`src/rtl/spi_link_pkg.sv`:
```
// Shared SPI link definitions for the ciphertext transmit and receive sides.
// Both ends use these constants so they agree on the frame size and the
// block count.
package spi_link_pkg;

  localparam int SPI_DATA_WIDTH  = 32;
  localparam int CIPHERTEXT_BITS = 4096;
  localparam int SPI_NUM_BLOCKS  = CIPHERTEXT_BITS / SPI_DATA_WIDTH;

  typedef enum logic [1:0] {
    IDLE  = 2'd0,
    SHIFT = 2'd1,
    DONE  = 2'd2
  } spi_rx_state_t;

endpackage

```
`src/rtl/pipeliner.sv`:
```
// Generic flop pipeline. Here it is used as a multi-bit input synchronizer.
// Ports:
//   clk_in   - clock
//   rst_in   - synchronous active-high reset; every stage loads RESET_VALUE
//   data_in  - DATA_BIT_SIZE-wide input
//   data_out - data_in delayed by PIPELINE_STAGE_COUNT cycles
module pipeliner #(
  parameter int                         DATA_BIT_SIZE        = 1,
  parameter int                         PIPELINE_STAGE_COUNT = 2,
  parameter logic [DATA_BIT_SIZE-1:0]   RESET_VALUE          = '0
) (
  input  logic                     clk_in,
  input  logic                     rst_in,
  input  logic [DATA_BIT_SIZE-1:0] data_in,
  output logic [DATA_BIT_SIZE-1:0] data_out
);

  logic [PIPELINE_STAGE_COUNT-1:0][DATA_BIT_SIZE-1:0] stages;

  always_ff @(posedge clk_in) begin
    if (rst_in) begin
      for (int i = 0; i < PIPELINE_STAGE_COUNT; i++) stages[i] <= RESET_VALUE;
    end else begin
      stages[0] <= data_in;
      for (int i = 1; i < PIPELINE_STAGE_COUNT; i++) stages[i] <= stages[i-1];
    end
  end

  assign data_out = stages[PIPELINE_STAGE_COUNT-1];

endmodule

```
`src/rtl/spi_ciphertext_receiver.sv`:
```
// SPI mode-0 peripheral receiver for the ciphertext stream.
// Each chip-select frame carries one DATA_WIDTH-bit word, sent MSB first.
// Each complete word is emitted as a one-cycle valid pulse, together with its
// block index (0 = least-significant block) and a last-block flag.
// Ports:
//   clk_in, rst_in   - system clock, synchronous active-high reset
//   copi_in, dclk_in, cs_in - asynchronous SPI pins (cs active low, dclk idles low)
//   data_out         - last received word, held until the next one
//   data_valid_out   - one-cycle pulse when data_out is new
//   block_index_out  - block index of the word on data_out
//   last_block_out   - high with data_valid_out for the final block
//   frame_error_out  - one-cycle pulse on an aborted or overlong frame
module spi_ciphertext_receiver
  import spi_link_pkg::*;
#(
  parameter int DATA_WIDTH  = SPI_DATA_WIDTH,
  parameter int BITS_IN_NUM = CIPHERTEXT_BITS,
  parameter int SYNC_STAGES = 2,
  localparam int NUM_BLOCKS = BITS_IN_NUM / DATA_WIDTH,
  localparam int IDX_W      = (NUM_BLOCKS > 1) ? $clog2(NUM_BLOCKS) : 1
) (
  input  logic                  clk_in,
  input  logic                  rst_in,
  input  logic                  copi_in,
  input  logic                  dclk_in,
  input  logic                  cs_in,
  output logic [DATA_WIDTH-1:0] data_out,
  output logic                  data_valid_out,
  output logic [IDX_W-1:0]      block_index_out,
  output logic                  last_block_out,
  output logic                  frame_error_out
);

  localparam int               CNT_W    = $clog2(DATA_WIDTH + 1);
  localparam logic [IDX_W-1:0] LAST_IDX = IDX_W'(NUM_BLOCKS - 1);
  localparam logic [CNT_W-1:0] LAST_BIT = CNT_W'(DATA_WIDTH - 1);

  // Sync chains reset to the bus idle level: cs high, dclk low, copi low.
  logic [2:0] sync_q;
  pipeliner #(
    .DATA_BIT_SIZE       (3),
    .PIPELINE_STAGE_COUNT(SYNC_STAGES),
    .RESET_VALUE         (3'b100)
  ) u_sync (
    .clk_in  (clk_in),
    .rst_in  (rst_in),
    .data_in ({cs_in, dclk_in, copi_in}),
    .data_out(sync_q)
  );

  logic cs_s, dclk_s, copi_s, dclk_d, dclk_rise;
  assign cs_s      = sync_q[2];
  assign dclk_s    = sync_q[1];
  assign copi_s    = sync_q[0];
  assign dclk_rise = dclk_s & ~dclk_d;

  spi_rx_state_t         state;
  // Only the lower DATA_WIDTH-1 bits are kept. The final bit is joined on
  // directly into data_out when the word completes.
  logic [DATA_WIDTH-2:0] word;
  logic [CNT_W-1:0]      bit_count;
  logic                  overrun;

  always_ff @(posedge clk_in) begin
    if (rst_in) begin
      state           <= IDLE;
      dclk_d          <= 1'b0;
      word            <= '0;
      bit_count       <= '0;
      overrun         <= 1'b0;
      data_out        <= '0;
      data_valid_out  <= 1'b0;
      block_index_out <= '0;
      last_block_out  <= 1'b0;
      frame_error_out <= 1'b0;
    end else begin
      dclk_d          <= dclk_s;
      data_valid_out  <= 1'b0;
      last_block_out  <= 1'b0;
      frame_error_out <= 1'b0;

      // The index advances only after the pulse, so the consumer sees the
      // index of the word that is being presented.
      if (data_valid_out)
        block_index_out <= (block_index_out == LAST_IDX) ? '0 : block_index_out + IDX_W'(1);

      case (state)
        // State changes only send us back to IDLE once cs is high. A low cs
        // here therefore always marks a new frame, including the case of a
        // cs that is still low when reset is released.
        IDLE: begin
          if (!cs_s) begin
            word      <= '0;
            bit_count <= '0;
            overrun   <= 1'b0;
            state     <= SHIFT;
          end
        end
        SHIFT: begin
          // The final edge is checked first, so a word whose last edge
          // arrives in the same cycle as cs rising still completes.
          if (dclk_rise && bit_count == LAST_BIT) begin
            data_out       <= {word, copi_s};
            data_valid_out <= 1'b1;
            last_block_out <= (block_index_out == LAST_IDX);
            bit_count      <= bit_count + CNT_W'(1);
            state          <= cs_s ? IDLE : DONE;
          end else if (cs_s) begin
            frame_error_out <= (bit_count != '0);
            state           <= IDLE;
          end else if (dclk_rise) begin
            word      <= {word[DATA_WIDTH-3:0], copi_s};
            bit_count <= bit_count + CNT_W'(1);
          end
        end
        DONE: begin
          if (cs_s) begin
            frame_error_out <= overrun;
            state           <= IDLE;
          end else if (dclk_rise) begin
            overrun <= 1'b1;
          end
        end
        default: state <= IDLE;
      endcase
    end
  end

endmodule

```
`config.mk`:
```
export PLATFORM = sky130hd
export DESIGN_NAME = spi_ciphertext_receiver
export DESIGN_NICKNAME = d
export VERILOG_FILES = /design/src/rtl/spi_link_pkg.sv /design/src/rtl/pipeliner.sv /design/src/rtl/spi_ciphertext_receiver.sv
export SDC_FILE = /design/constraint.sdc
export NUM_CORES = 1
export LEC_CHECK = 0
export CAP_MARGIN = 20
export CORE_UTILIZATION = 53
export CTS_CLUSTER_DIAMETER = 60
export DETAILED_ROUTE_END_ITERATION = 16
export GPL_TIMING_DRIVEN = 0
export PLACE_DENSITY_LB_ADDON = 0.15
export SLEW_MARGIN = 20
export SYNTH_ARGS = -nofsm -noshare
export SYNTH_HDL_FRONTEND = slang
export SYNTH_SLANG_ARGS = --single-unit
export TNS_END_PERCENT = 50
```
`constraint.sdc`:
```
create_clock -name clk_in -period 2.1 [get_ports clk_in]
set_input_delay 0.42 -clock clk_in [delete_from_list [all_inputs] [get_ports clk_in]]
set_output_delay 0.42 -clock clk_in [all_outputs]
set_load 0.02 [all_outputs]
```
==> results.md <==
- Hold Path Class: reg2reg
- Top delay family on crit path: simple AND/OR/NAND/NOR gates
- Startpoint types: flip-flop
- Row count: 28
- Worst path bufs/invs: 1
- Core area: 5960 um^2
- Nets: between 400 and 500
- DP Area: slightly below 4000 um^2
- Final WL: ~6600 um
- Most frequent cells in the layout: dfxtp_1 (89), nand2_1 (74), nor2_1 (47), clkdlybuf4s50_1 (46), a21oi_1 (37)
- Largest net degree at the start of global routing: 16
- I/O pins: 47
- Grt total ovfl: 0
- CTS H-tree depth: 3
- Setup CP Type: reg2reg
- 1st-pass router iterations: 5
- Max VDD drop: about 0.00057 V
- CTS Root Cell: clkbuf_8
- Worst Path Max Fanout: 6
- Final Instance Area: roughly 4000 um^2
- Pwr dens: ~730 nW/um^2
- Clk_lat worst skew: 0.35 ns
- Vias in the first global route: 2482
- Seq cells post-synth: slightly below 90
- Post-Syn Nets: around 390
- Global-route wire length before repair: roughly 11000 um
- Share of layout cells above drive strength 1: between 8 and 9%
- Final Hold Fails: 0
- Port bufs: 46
- Post-synthesis cell type count: 40
- Critical-path top delay cell: dfxtp_1
- Die ar.: between 6000 and 7000 um^2
- Via count: 2747
- Setup_tns: 0 ns
- WP data arrival: 2.19 ns
- Initial antenna violation count: 0
- Ys Warns: 0
- Vias per cell: around 5.4
- Syn Std Cell Area: between 3000 and 4000 um^2
- Starting density of the core: between 50% and 60%
- Core Util, Final: 68.4%
- Cells after Synth: about 380
- Min Tclk post-route: a little under 2 ns
- Seq/Total Area, Yosys: 53.9%
- Mean Syn Cell Area: 8.81 um^2
- Post-CTS Hold Fix Bufs: 0
- CTS Buffer Depth: 2
- Max Cap Viol: 0
- DRT iter0 DRCs: between 90 and 100
- Most common library cell in the layout ignoring fill and taps: dfxtp_1
- Clk sink count: 89
- Routed len/inst: 13.0 um
- Slew Viols, Final: 0
- Final setup vio count: 0
- DRC errors left: 0
- Routability cong.: 0.767
- Worst-margin pin slew: between 0.4 and 0.5 ns
- N_diodes: 0
- Data required, critical path: around 2.3 ns
- Tot GR Track Use: approximately 22%
- Max Freq: around 510 MHz
- Final Skew: 0.0125 ns
- Status: finished, final reports clean
- CTS tree: done
- Slew margin rel.: 67.6%
- Die width: 81.0 um
- Critical path's largest stage delay: 0.35 ns
- Fill cells: around 500
- Critical Path, Cell by Cell: inv_1, ha_1, nor3b_2, nor2_1, a21oi_2, nand3_1, mux2_1
- Synth-to-layout area growth: 23.2%
- Die H: a little over 80 um
- Routed Antenna Nets: 0
- Hpwl dp: ~4600 um
- Final WS setup: between 0.15 and 0.2 ns
- RSZ-0062 raised after global routing: false
- CTS buffer count: 9
- Clock-pin transition on the worst setup and hold timing paths: approximately 0.090 ns
- Worst setup EP type: flip-flop
- Post-route clock period utilization: roughly 90%
- DP Worst Slack: 0.0463 ns
- Leakage power: between 1 and 1.5 nW
==> cell type report <==
cell class	instances	area, um^2	area share [%]
flip-flops and latches	89	1780	43.8
multi-input cells	256	1410	34.5
repair buffers	46	460	11.3
clock buffers	10	138	3.38
plain buffers	22	97.6	2.40
well taps	75	93.8	2.30
clock inverters	6	65.1	1.60
inverters	8	30.0	0.738
==> Yosys cell counts (all sizes together) <==
cell / instances / share of area, %
nand2b: 1 / 0.19
o21ai: 5 / 0.76
ha: 7 / 2.7
mux2: 1 / 0.34
a31oi: 1 / 0.19
dfxtp: 89 / 54
nand2: 74 / 8.4
or2: 3 / 0.57
nor3: 2 / 0.30
a21oi: 38 / 5.9
a21boi: 3 / 0.79
or3: 3 / 0.57
o211ai: 1 / 0.23
xor2: 1 / 0.27
a22oi: 34 / 7.7
a22o: 1 / 0.27
xnor2: 4 / 1.1
buf: 13 / 1.9
clkbuf: 9 / 1.0
nand4: 2 / 0.38
and4bb: 3 / 1.1
nor2b: 5 / 0.95
nand3b: 1 / 0.23
a32oi: 1 / 0.27
inv: 8 / 0.91
nor4: 1 / 0.19
nand3: 8 / 1.4
nor3b: 2 / 0.61
mux2i: 2 / 0.61
nor2: 49 / 5.7
and2: 1 / 0.19
a211oi: 1 / 0.23
and3: 1 / 0.19
==> worst register-to-register path, delay by kind of cell, from the launching register on <==
| family | cells | cell delay [ns] |
|---|---|---|
| and+or+nand+nor | 3 | 0.61 |
| DFF | 1 | 0.35 |
| muxes | 1 | 0.31 |
| adders and majority gates | 1 | 0.27 |
| AOI/OAI and AO/OA | 1 | 0.19 |
| buffers and inverters | 1 | 0.12 |
==> per-stage QoR <==
step / hold WS (ns) / power (mW) / instances
3_5_place_dp: 0.398 / 1.82 / 496
2_1_floorplan: 0.389 / 1.79 / 375
5_1_grt: 0.455 / 3.06 / 512
6_report: 0.422 / 2.96 / 512
3_3_place_gp: 0.394 / 1.81 / 496
4_1_cts: 0.413 / 2.98 / 512
==> power breakdown <==
group | total (mW) | internal (mW) | switching (mW) | leakage (nW)
Clock | 1.19 | 0.587 | 0.601 | 0.103
Sequential | 1.70 | 1.69 | 0.00572 | 0.718
Combinational | 0.0771 | 0.0256 | 0.0515 | 0.577
Total | 2.96 | 2.31 | 0.658 | 1.40
==> cell families (layout without fill, tap and decap cells) <==
group	Yosys count	count (layout)	synth area share, %
AOI/OAI and AO/OA	85	85	16.3
xor gates and xnor gates	5	5	1.33
adders and majority gates	7	7	2.65
buffers and inverters	30	92	3.86
DFF	89	89	53.9
muxes	3	3	0.947
and+or+nand+nor	156	156	21.0
==> state kept, by name, indices dropped and copies added, names as in the netlist, 2 cells and up <==
signal           flops
bit_count            6
block_index_out      7
data_out            32
state                2
u_sync.data_out      3
u_sync.stages        3
word                31
==> metal layers <==
metal  share of wire [%]  routed length, um  GRT usage (%)  vias to the layer above
li1                    -                  -              -                     1385
met1                  45               3010           26.0                     1307
met2                  50               3320           36.6                       49
met3                 3.4                226           6.85                        6
met4                 1.1                 76           7.32                        0
met5                   0                  0              0                        -
==> final timing paths <==
path | start | endpoint | slack (ns) | cells past startpoint
setup / recovery | state[1] | bit_count[5] | 0.15 | 7
hold / removal | u_sync.stages[2] | u_sync.data_out[2] | 0.42 | 1
setup reg to reg | state[1] | bit_count[5] | 0.15 | 7
hold reg to reg | u_sync.stages[2] | u_sync.data_out[2] | 0.42 | 1
==> what timing repair did <==
action                     CTS  global route
setup buffers                0             0
resized for setup            0             2
setup endpoints to repair    0            14
No activity file was read; power rests on OpenSTA's default activity.
